--- src/rtl/pipe_ctrl_pkg.sv ---
// Shared types and constants for the pipeline control sequencer.
// State encodings are visible on state_o, so their values are fixed.
package pipe_ctrl_pkg;

  // Sequencer states; encodings 5..7 are illegal and recover to LOAD
  typedef enum logic [2:0] {
    LOAD  = 3'd0,
    START = 3'd1,
    RUN   = 3'd2,
    DRAIN = 3'd3,
    HALT  = 3'd4
  } state_e;

  localparam int STATE_W = 3;

  // RV32I major opcodes that matter to pipeline control
  localparam logic [6:0] OP_LOAD   = 7'b0000011;
  localparam logic [6:0] OP_BRANCH = 7'b1100011;
  localparam logic [6:0] OP_JAL    = 7'b1101111;
  localparam logic [6:0] OP_JALR   = 7'b1100111;
  localparam logic [6:0] OP_SYSTEM = 7'b1110011;

  // Width needed to hold a drain count of n-1 (at least one bit)
  function automatic int drain_width(input int n);
    return (n > 2) ? $clog2(n) : 1;
  endfunction

endpackage

--- src/rtl/pipe_hazard_detect.sv ---
// Load-use hazard detector. Purely combinational so the forwarding
// logic can reuse the same register-index comparison.
module pipe_hazard_detect
  import pipe_ctrl_pkg::*;
#(
  parameter int REG_W = 5
) (
  input  logic             ex_is_load,
  input  logic [REG_W-1:0] ex_rd,
  input  logic [REG_W-1:0] id_rs1,
  input  logic [REG_W-1:0] id_rs2,
  input  logic             id_use_rs2,
  output logic             load_use
);

  logic rd_valid;
  logic rs1_match;
  logic rs2_match;

  // x0 is never a real producer, so a load to x0 cannot create a hazard
  always_comb begin
    rd_valid  = (ex_rd != '0);
    rs1_match = rd_valid && (ex_rd == id_rs1);
    rs2_match = rd_valid && id_use_rs2 && (ex_rd == id_rs2);
    load_use  = ex_is_load && (rs1_match || rs2_match);
  end

endmodule

--- src/rtl/pipe_ctrl_fsm.sv ---
// Central pipeline sequencer: program load, hazard stall/flush, halt/drain.
// Optional performance counters are built only when PIPE_CTRL_PERF_CNT_EN
// is defined; otherwise stall_cnt/flush_cnt are tied to zero.
module pipe_ctrl_fsm
  import pipe_ctrl_pkg::*;
#(
  parameter int ADDR_W       = 9,
  parameter int REG_W        = 5,
  parameter int DRAIN_CYCLES = 3,
  parameter int CNT_W        = 16
) (
  input  logic               clk,
  input  logic               reset,
  input  logic               ld_we,
  input  logic [ADDR_W-1:0]  ld_addr,
  input  logic               ld_done,
  output logic               imem_we,
  output logic [ADDR_W-1:0]  imem_addr,
  input  logic [REG_W-1:0]   id_rs1,
  input  logic [REG_W-1:0]   id_rs2,
  input  logic               id_use_rs2,
  input  logic [REG_W-1:0]   ex_rd,
  input  logic               ex_is_load,
  input  logic               ex_redirect,
  input  logic               halt_req,
  output logic               pc_en,
  output logic               ifid_en,
  output logic               ifid_flush,
  output logic               idex_flush,
  output logic               pipe_rst_n,
  output logic [STATE_W-1:0] state_o,
  output logic [CNT_W-1:0]   stall_cnt,
  output logic [CNT_W-1:0]   flush_cnt
);

  localparam int DRAIN_W = drain_width(DRAIN_CYCLES);
  localparam logic [DRAIN_W-1:0] DRAIN_INIT = DRAIN_W'(DRAIN_CYCLES - 1);

  state_e             state_q;
  state_e             state_d;
  logic [DRAIN_W-1:0] drain_q;
  logic [DRAIN_W-1:0] drain_d;
  logic               load_use;

  pipe_hazard_detect #(
    .REG_W (REG_W)
  ) u_hazard (
    .ex_is_load (ex_is_load),
    .ex_rd      (ex_rd),
    .id_rs1     (id_rs1),
    .id_rs2     (id_rs2),
    .id_use_rs2 (id_use_rs2),
    .load_use   (load_use)
  );

  // The loader address is always passed through; only the strobe is gated
  assign imem_addr = ld_addr;
  assign state_o   = state_q;

  // State and drain-counter registers; reset drops straight back to LOAD
  always_ff @(posedge clk or negedge reset) begin
    if (!reset) begin
      state_q <= LOAD;
      drain_q <= '0;
    end else begin
      state_q <= state_d;
      drain_q <= drain_d;
    end
  end

  // Next-state and output decode; defaults are the safe LOAD-state values
  always_comb begin
    state_d    = state_q;
    drain_d    = drain_q;
    pc_en      = 1'b0;
    ifid_en    = 1'b0;
    ifid_flush = 1'b1;
    idex_flush = 1'b1;
    pipe_rst_n = 1'b0;
    imem_we    = 1'b0;

    case (state_q)
      LOAD: begin
        imem_we = ld_we;
        if (ld_done) begin
          state_d = START;
        end
      end

      START: begin
        pipe_rst_n = 1'b1;
        state_d    = RUN;
      end

      RUN: begin
        pipe_rst_n = 1'b1;
        if (ex_redirect) begin
          pc_en      = 1'b1;
          ifid_en    = 1'b1;
          ifid_flush = 1'b1;
          idex_flush = 1'b1;
        end else if (load_use) begin
          pc_en      = 1'b0;
          ifid_en    = 1'b0;
          ifid_flush = 1'b0;
          idex_flush = 1'b1;
        end else if (halt_req) begin
          pc_en      = 1'b0;
          ifid_en    = 1'b0;
          ifid_flush = 1'b1;
          idex_flush = 1'b1;
          state_d    = DRAIN;
          drain_d    = DRAIN_INIT;
        end else begin
          pc_en      = 1'b1;
          ifid_en    = 1'b1;
          ifid_flush = 1'b0;
          idex_flush = 1'b0;
        end
      end

      DRAIN: begin
        pipe_rst_n = 1'b1;
        if (drain_q == '0) begin
          state_d = HALT;
        end else begin
          drain_d = drain_q - 1'b1;
        end
      end

      HALT: begin
        pipe_rst_n = 1'b1;
        imem_we    = ld_we;
        if (ld_we) begin
          state_d = LOAD;
        end
      end

      default: begin
        state_d = LOAD;
        drain_d = '0;
      end
    endcase
  end

`ifdef PIPE_CTRL_PERF_CNT_EN
  logic             stall_evt;
  logic             flush_evt;
  logic [CNT_W-1:0] stall_q;
  logic [CNT_W-1:0] flush_q;

  assign stall_evt = (state_q == RUN) && !ex_redirect && load_use;
  assign flush_evt = (state_q == RUN) && ex_redirect;
  assign stall_cnt = stall_q;
  assign flush_cnt = flush_q;

  // Saturating event counters, cleared whenever a new program is loading
  always_ff @(posedge clk or negedge reset) begin
    if (!reset) begin
      stall_q <= '0;
      flush_q <= '0;
    end else if (state_q == LOAD) begin
      stall_q <= '0;
      flush_q <= '0;
    end else begin
      if (stall_evt && (stall_q != '1)) begin
        stall_q <= stall_q + 1'b1;
      end
      if (flush_evt && (flush_q != '1)) begin
        flush_q <= flush_q + 1'b1;
      end
    end
  end
`else
  assign stall_cnt = '0;
  assign flush_cnt = '0;
`endif

endmodule

--- config.mk ---
export PLATFORM = sky130hd
export DESIGN_NAME = pipe_ctrl_fsm
export DESIGN_NICKNAME = d
export VERILOG_FILES = /design/src/rtl/pipe_ctrl_pkg.sv /design/src/rtl/pipe_hazard_detect.sv /design/src/rtl/pipe_ctrl_fsm.sv
export SDC_FILE = /design/constraint.sdc
export NUM_CORES = 1
export LEC_CHECK = 0
export CAP_MARGIN = 20
export CORE_ASPECT_RATIO = 1.2
export CORE_MARGIN = 1.5
export CORE_UTILIZATION = 32
export CTS_CLUSTER_DIAMETER = 80
export DETAILED_ROUTE_END_ITERATION = 7
export PLACE_DENSITY_LB_ADDON = 0.2
export SLEW_MARGIN = 20
export SYNTH_ARGS = -nofsm -noshare
export SYNTH_HDL_FRONTEND = slang
export SYNTH_SLANG_ARGS = --single-unit
--- constraint.sdc ---
create_clock -name clk -period 3 [get_ports clk]
set_clock_uncertainty 0.05 [all_clocks]
set_input_delay 0.3 -clock clk [delete_from_list [all_inputs] [get_ports clk]]
set_output_delay 0.3 -clock clk [all_outputs]
set_load 0.02 [all_outputs]
==> results.yml, run 1 <==
status:
  outcome: "complete, no violations"
timing:
  post-route-period-util_pct: 87.2
  finalSetupTns_ps: 0
  maxSlewViolCount: 0
  fmax_ghz: 0.382
  period_needed_ps: 2620
  finalSetupViolCount: 0
  setup_ws_ps: 383
  rsz0062_at_grt: "no"
  hold_viol: 0
floorplanning:
  fp.dieArea_um2: 2900
  core_area_um2: 2500
  row_count: 20
  start_util_pct: 33.0
  die_x_um: 49.4
  io_pins: 82
  die_h_um: 58.7
synth:
  seq_area_frac_synth_pct: 15.2
  synthCells: 109
  yosys.area.top_type: "buf_4"
  synth_top_cell_area_share_pct: 38.2
  async_reset_ff_share_pct: 100
  synthFlopType: "dfrtp_1"
  yosysWarningCount: 0
  synth_area_leaders: "buf_4, dfrtp_1, xnor2_1, nand2_1, o21ai_0"
  yosys_register_bits: 5
  syn_area_um2: 826
  synth_edf_count: 0
  avgSynthCellArea_um2: 7.58
  synth_cell_types: 32
layout:
  drive_gt1_share_pct: 6.77
  final_area_um2: 1020
  num_antenna_cells: 0
  syn2layout_area_growth_pct: 23.0
  regArea_um2: 125
  final-instance-count-excl-fill: 166
  multi_input_area_um2: 475
  fin_nets: 167
  fillerInstances: 287
routing:
  wire_per_inst_um: 9.37
  drt_pass1_iterations: 2
  initialDrtViolationCount: 1
  num_vias: 674
  drt-total-wl_um: 1560
  viasPerCell: 4.06
  ant_nets: 0
  drc_errors: 0
worst_setup_path:
  cp_data_required_time_ps: 2650
  cp_max_fo: 3
  crit_path_start_kind: "input pin"
  cp-end-kind: "output pin"
  critPathArrivalTime_ps: 2270
  reg2reg_setup_slack_ps: 1410
  critical-path-top-delay-family: "buffers and inverters"
  critPathSlowestCell: "clkdlybuf4s50_1"
  cpMostUsedCell: "clkdlybuf4s50_1"
  path_buf_inv: 2
  crit_chain: "clkdlybuf4s50_1 -> xnor2_1 -> nand3_1 -> o22ai_1 -> a31oi_1 -> or3_1 -> clkdlybuf4s50_1"
  slowest_delay_ps: 540
  worstSetupPathType: "input pin to output pin"
flow_run:
  drv_cap: 0
clocking:
  numCtsBuffers: 3
  clk_latency_ps: 240
  postCtsSetupBuffers: 0
  postCtsHoldBufs: 0
  clockBufferDepth: 2
  root_buffer: "clkbuf_4"
  cts_tree: "done"
  cts.sinks: 5
  ctsResizeCount: 0
  htreeDepth: 1
  clkSlewWorstSetupHoldPaths_ps: 40
global_route:
  grt_pass1_wl_um: 2490
  grt_overflow: 0
  grt_max_degree: 13
  grt_use_total_pct: 10.9
  grt_pass1_vias: 629
  antenna_found_initial: 0
power:
  ir_drop_mv: 0.261
  p_per_area_nw_per_um2: 661
  p_leak_nw: 0.453
placed_design:
  io_buffers: 31
  place_ws_ps: 361
  dpl.hpwl_um: 1360
  place.gp.congestion: 0.809
  place_inst: 162
  dpl_cell_area_um2: 990
hold_path:
  min_path_type: "input pin to asynchronous set/reset pin"
## power breakdown
group	leakage, nW	internal (W)	switching [W]
Clock	0.0150	0.0000501	0.0000251
Sequential	0.0599	0.0000958	0.0000129
Combinational	0.378	0.000220	0.000267
Total	0.453	0.000366	0.000305
## cell usage after synthesis (all sizes together) (2+ instances only)
cell,instances
and3,2
dfrtp,5
nand2,7
clkbuf,3
nor2,4
inv,4
xnor2,11
nand3,2
o21ai,4
nand4,2
buf,42
nor3,3
a21oi,2
## final timing paths
check,from,end,cells after the start
worst max-delay path,ex_rd[4],ifid_flush,7
worst min-delay path,reset,state_o[0],1
worst min register to register,drain_q[1],drain_q[1],2
max in group asynchronous,reset,state_o[2],1
worst max register to register,drain_q[0],drain_q[1],7
min in group clk,drain_q[1],drain_q[1],2
## flip-flops by register name (all words and copies together), names as in the netlist
signal,count
drain_q,2
state_o,3
## placed cells by master (no fill, tap or decap), types with 2 or more instances in the layout
cell,n
conb_1,32
clkdlybuf4s50_1,31
xnor2_1,11
nand2_1,7
dfrtp_1,5
inv_1,4
nor2_1,4
o21ai_0,4
nor3_1,3
clkbuf_4,3
buf_4,3
nand3_1,2
nand4_1,2
a21oi_1,2
## layer usage
| layer | GRT usage [%] | routed length (µm) | share of wire, % | vias up |
|---|---|---|---|---|
| li1 | - | - | - | 339 |
| met1 | 11.4 | 556 | 36 | 295 |
| met2 | 20.3 | 865 | 56 | 36 |
| met3 | 3.05 | 127 | 8.2 | 4 |
| met4 | 5.16 | 6 | 0.39 | 0 |
| met5 | 0 | 0 | 0 | - |
## area by class of cell
type                    count  share of cell area [%]
repair buffers             34                    32.8
multi-input cells          86                    46.8
flip-flops and latches      5                    12.3
well taps                  33                    4.06
clock buffers               4                    2.59
inverters                   4                    1.48
## logic make-up after synthesis
group | count (synthesis) | synth area share (%)
AOI/OAI and AO/OA | 13 | 10.0
and+or+nand+nor | 28 | 18.5
buffers and inverters | 49 | 41.4
other | 1 | 0.454
DFF | 5 | 15.2
adders and majority gates | 1 | 1.51
muxes | 1 | 1.36
xor gates and xnor gates | 11 | 11.7
## metrics by stage
step	total power (W)	hold WS [ps]	utilization, %
after floorplan	0.000472	-45.6	-
after global placement	0.000600	491	39.6
after detailed placement	0.000600	487	39.6
after CTS	0.000680	230	40.6
after global routing	0.000734	240	40.6
final	0.000671	233	40.6
Note: power is estimated with default switching activity, not from simulation.
==> inputs of run 2 (changes only) <==
--- a/config.mk
+++ b/config.mk
@@ -6,7 +6,6 @@
 export NUM_CORES = 1
 export LEC_CHECK = 0
 export CAP_MARGIN = 20
-export CORE_ASPECT_RATIO = 1.2
 export CORE_MARGIN = 1.5
 export CORE_UTILIZATION = 32
 export CTS_CLUSTER_DIAMETER = 80
@@ -16,3 +15,4 @@
 export SYNTH_ARGS = -nofsm -noshare
 export SYNTH_HDL_FRONTEND = slang
 export SYNTH_SLANG_ARGS = --single-unit
+export TNS_END_PERCENT = 10
==> results.yml, run 2 (synthesis gave the netlist of run 1 again) <==
status:
  outcome: "complete, no violations"
floorplanning:
  start_util_pct: 33.6
  core_area_um2: 2450
  io_pins: 82
  fp.dieArea_um2: 2890
  row_count: 18
  die_x_um: 53.8
  die_h_um: 53.8
timing:
  fmax_ghz: 0.376
  hold_viol: 0
  post-route-period-util_pct: 88.7
  period_needed_ps: 2660
  maxSlewViolCount: 0
  rsz0062_at_grt: "no"
  finalSetupTns_ps: 0
  finalSetupViolCount: 0
layout:
  multi_input_area_um2: 475
  drive_gt1_share_pct: 6.06
  num_antenna_cells: 0
  fin_nets: 166
  regArea_um2: 125
  fillerInstances: 260
  final_cell_mix: "conb_1, clkdlybuf4s50_1, xnor2_1"
  largest_register_ffs: 3
  mostFrequentLayoutCell: "conb_1"
  syn2layout_area_growth_pct: 21.7
  final_area_um2: 1000
power:
  ir_drop_mv: 0.379
  p_per_area_nw_per_um2: 665
  p_leak_nw: 0.448
clocking:
  clkSlewWorstSetupHoldPaths_ps: 50
  postCtsSetupBuffers: 0
  ctsResizeCount: 0
  root_buffer: "clkbuf_4"
  htreeDepth: 1
  postCtsHoldBufs: 0
  numCtsBuffers: 3
  cts_tree: "done"
  cts.sinks: 5
  clockBufferDepth: 2
  clk_latency_ps: 250
global_route:
  grt_overflow: 0
  grt_use_total_pct: 11.8
  grt_max_degree: 14
  antenna_found_initial: 0
  grt_pass1_wl_um: 2440
  grt_pass1_vias: 588
worst_setup_path:
  cp_max_fo: 13
  r2r_start: "drain_q[0]"
  crit_path_start_kind: "flip-flop"
  cp-end-kind: "output pin"
  cp-startpoint: "state_o[0]"
  worstSetupPathType: "flip-flop to output pin"
  cp_data_required_time_ps: 2650
  critPathArrivalTime_ps: 2310
  r2r_cells: 7
routing:
  viasPerCell: 4.31
  drc_errors: 0
  num_vias: 699
  ant_nets: 0
  drt_pass1_iterations: 4
  drt-total-wl_um: 1620
  wire_per_inst_um: 10.0
  initialDrtViolationCount: 15
hold_path:
  min_path_type: "input pin to asynchronous set/reset pin"
placed_design:
  dpl.hpwl_um: 1350
  io_buffers: 31
  dpl_cell_area_um2: 978
  place.gp.congestion: 0.786
flow_run:
  drv_cap: 0
run 2: changes by cell type in the layout (fill, tap and decap cells not counted):
| cell | previous run | this run |
|---|---|---|
| buf_4 | 3 | 2 |
run 2: cell type report:
cell class / instances / share of cell area [%]
Clock buffer: 4 / 2.62
Inverter: 4 / 1.49
Multi-Input combinational cell: 86 / 47.3
Sequential cell: 5 / 12.5
Tap cell: 30 / 3.74
Timing Repair Buffer: 33 / 32.4
run 2: through the flow:
step	std cells	hold WS (ps)	power [W]	utilization [%]	setup slack (ps)
2_1_floorplan	140	-45.6	0.000472	-	788
4_1_cts	162	241	0.000672	40.9	327
3_5_place_dp	158	475	0.000589	39.9	355
6_report	162	233	0.000668	40.9	338
3_3_place_gp	158	491	0.000580	39.9	370
5_1_grt	162	270	0.000725	40.9	176
run 2: worst max-delay path, cell delays in order (launching register included):
cell and delay (ps):
dfrtp_1 510, or3b_2 550, or4_1 470, clkdlybuf4s50_1 550
run 2: path summary, 6_finish.rpt:
path | to | slack (ps)
worst max-delay path | idex_flush | 340
worst min-delay path | drain_q[0] | 230
worst max register to register | drain_q[1] | 1390
worst min register to register | drain_q[1] | 480
max in group asynchronous | state_o[2] | 2470
min in group clk | drain_q[1] | 480
run 2: per-layer routing:
metal  global-route usage [%]  vias to the layer above  share of wire (%)
li1                         -                      334                  -
met1                     12.0                      315                 37
met2                     20.7                       42                 51
met3                     2.22                        8                9.0
met4                     9.40                        0                3.1
met5                        0                        -                  0
run 2: where the power goes:
part / switching [W] / internal [W]
logic: 0.000249 / 0.000212
registers: 0.0000307 / 0.0000954
clock network: 0.0000305 / 0.0000505
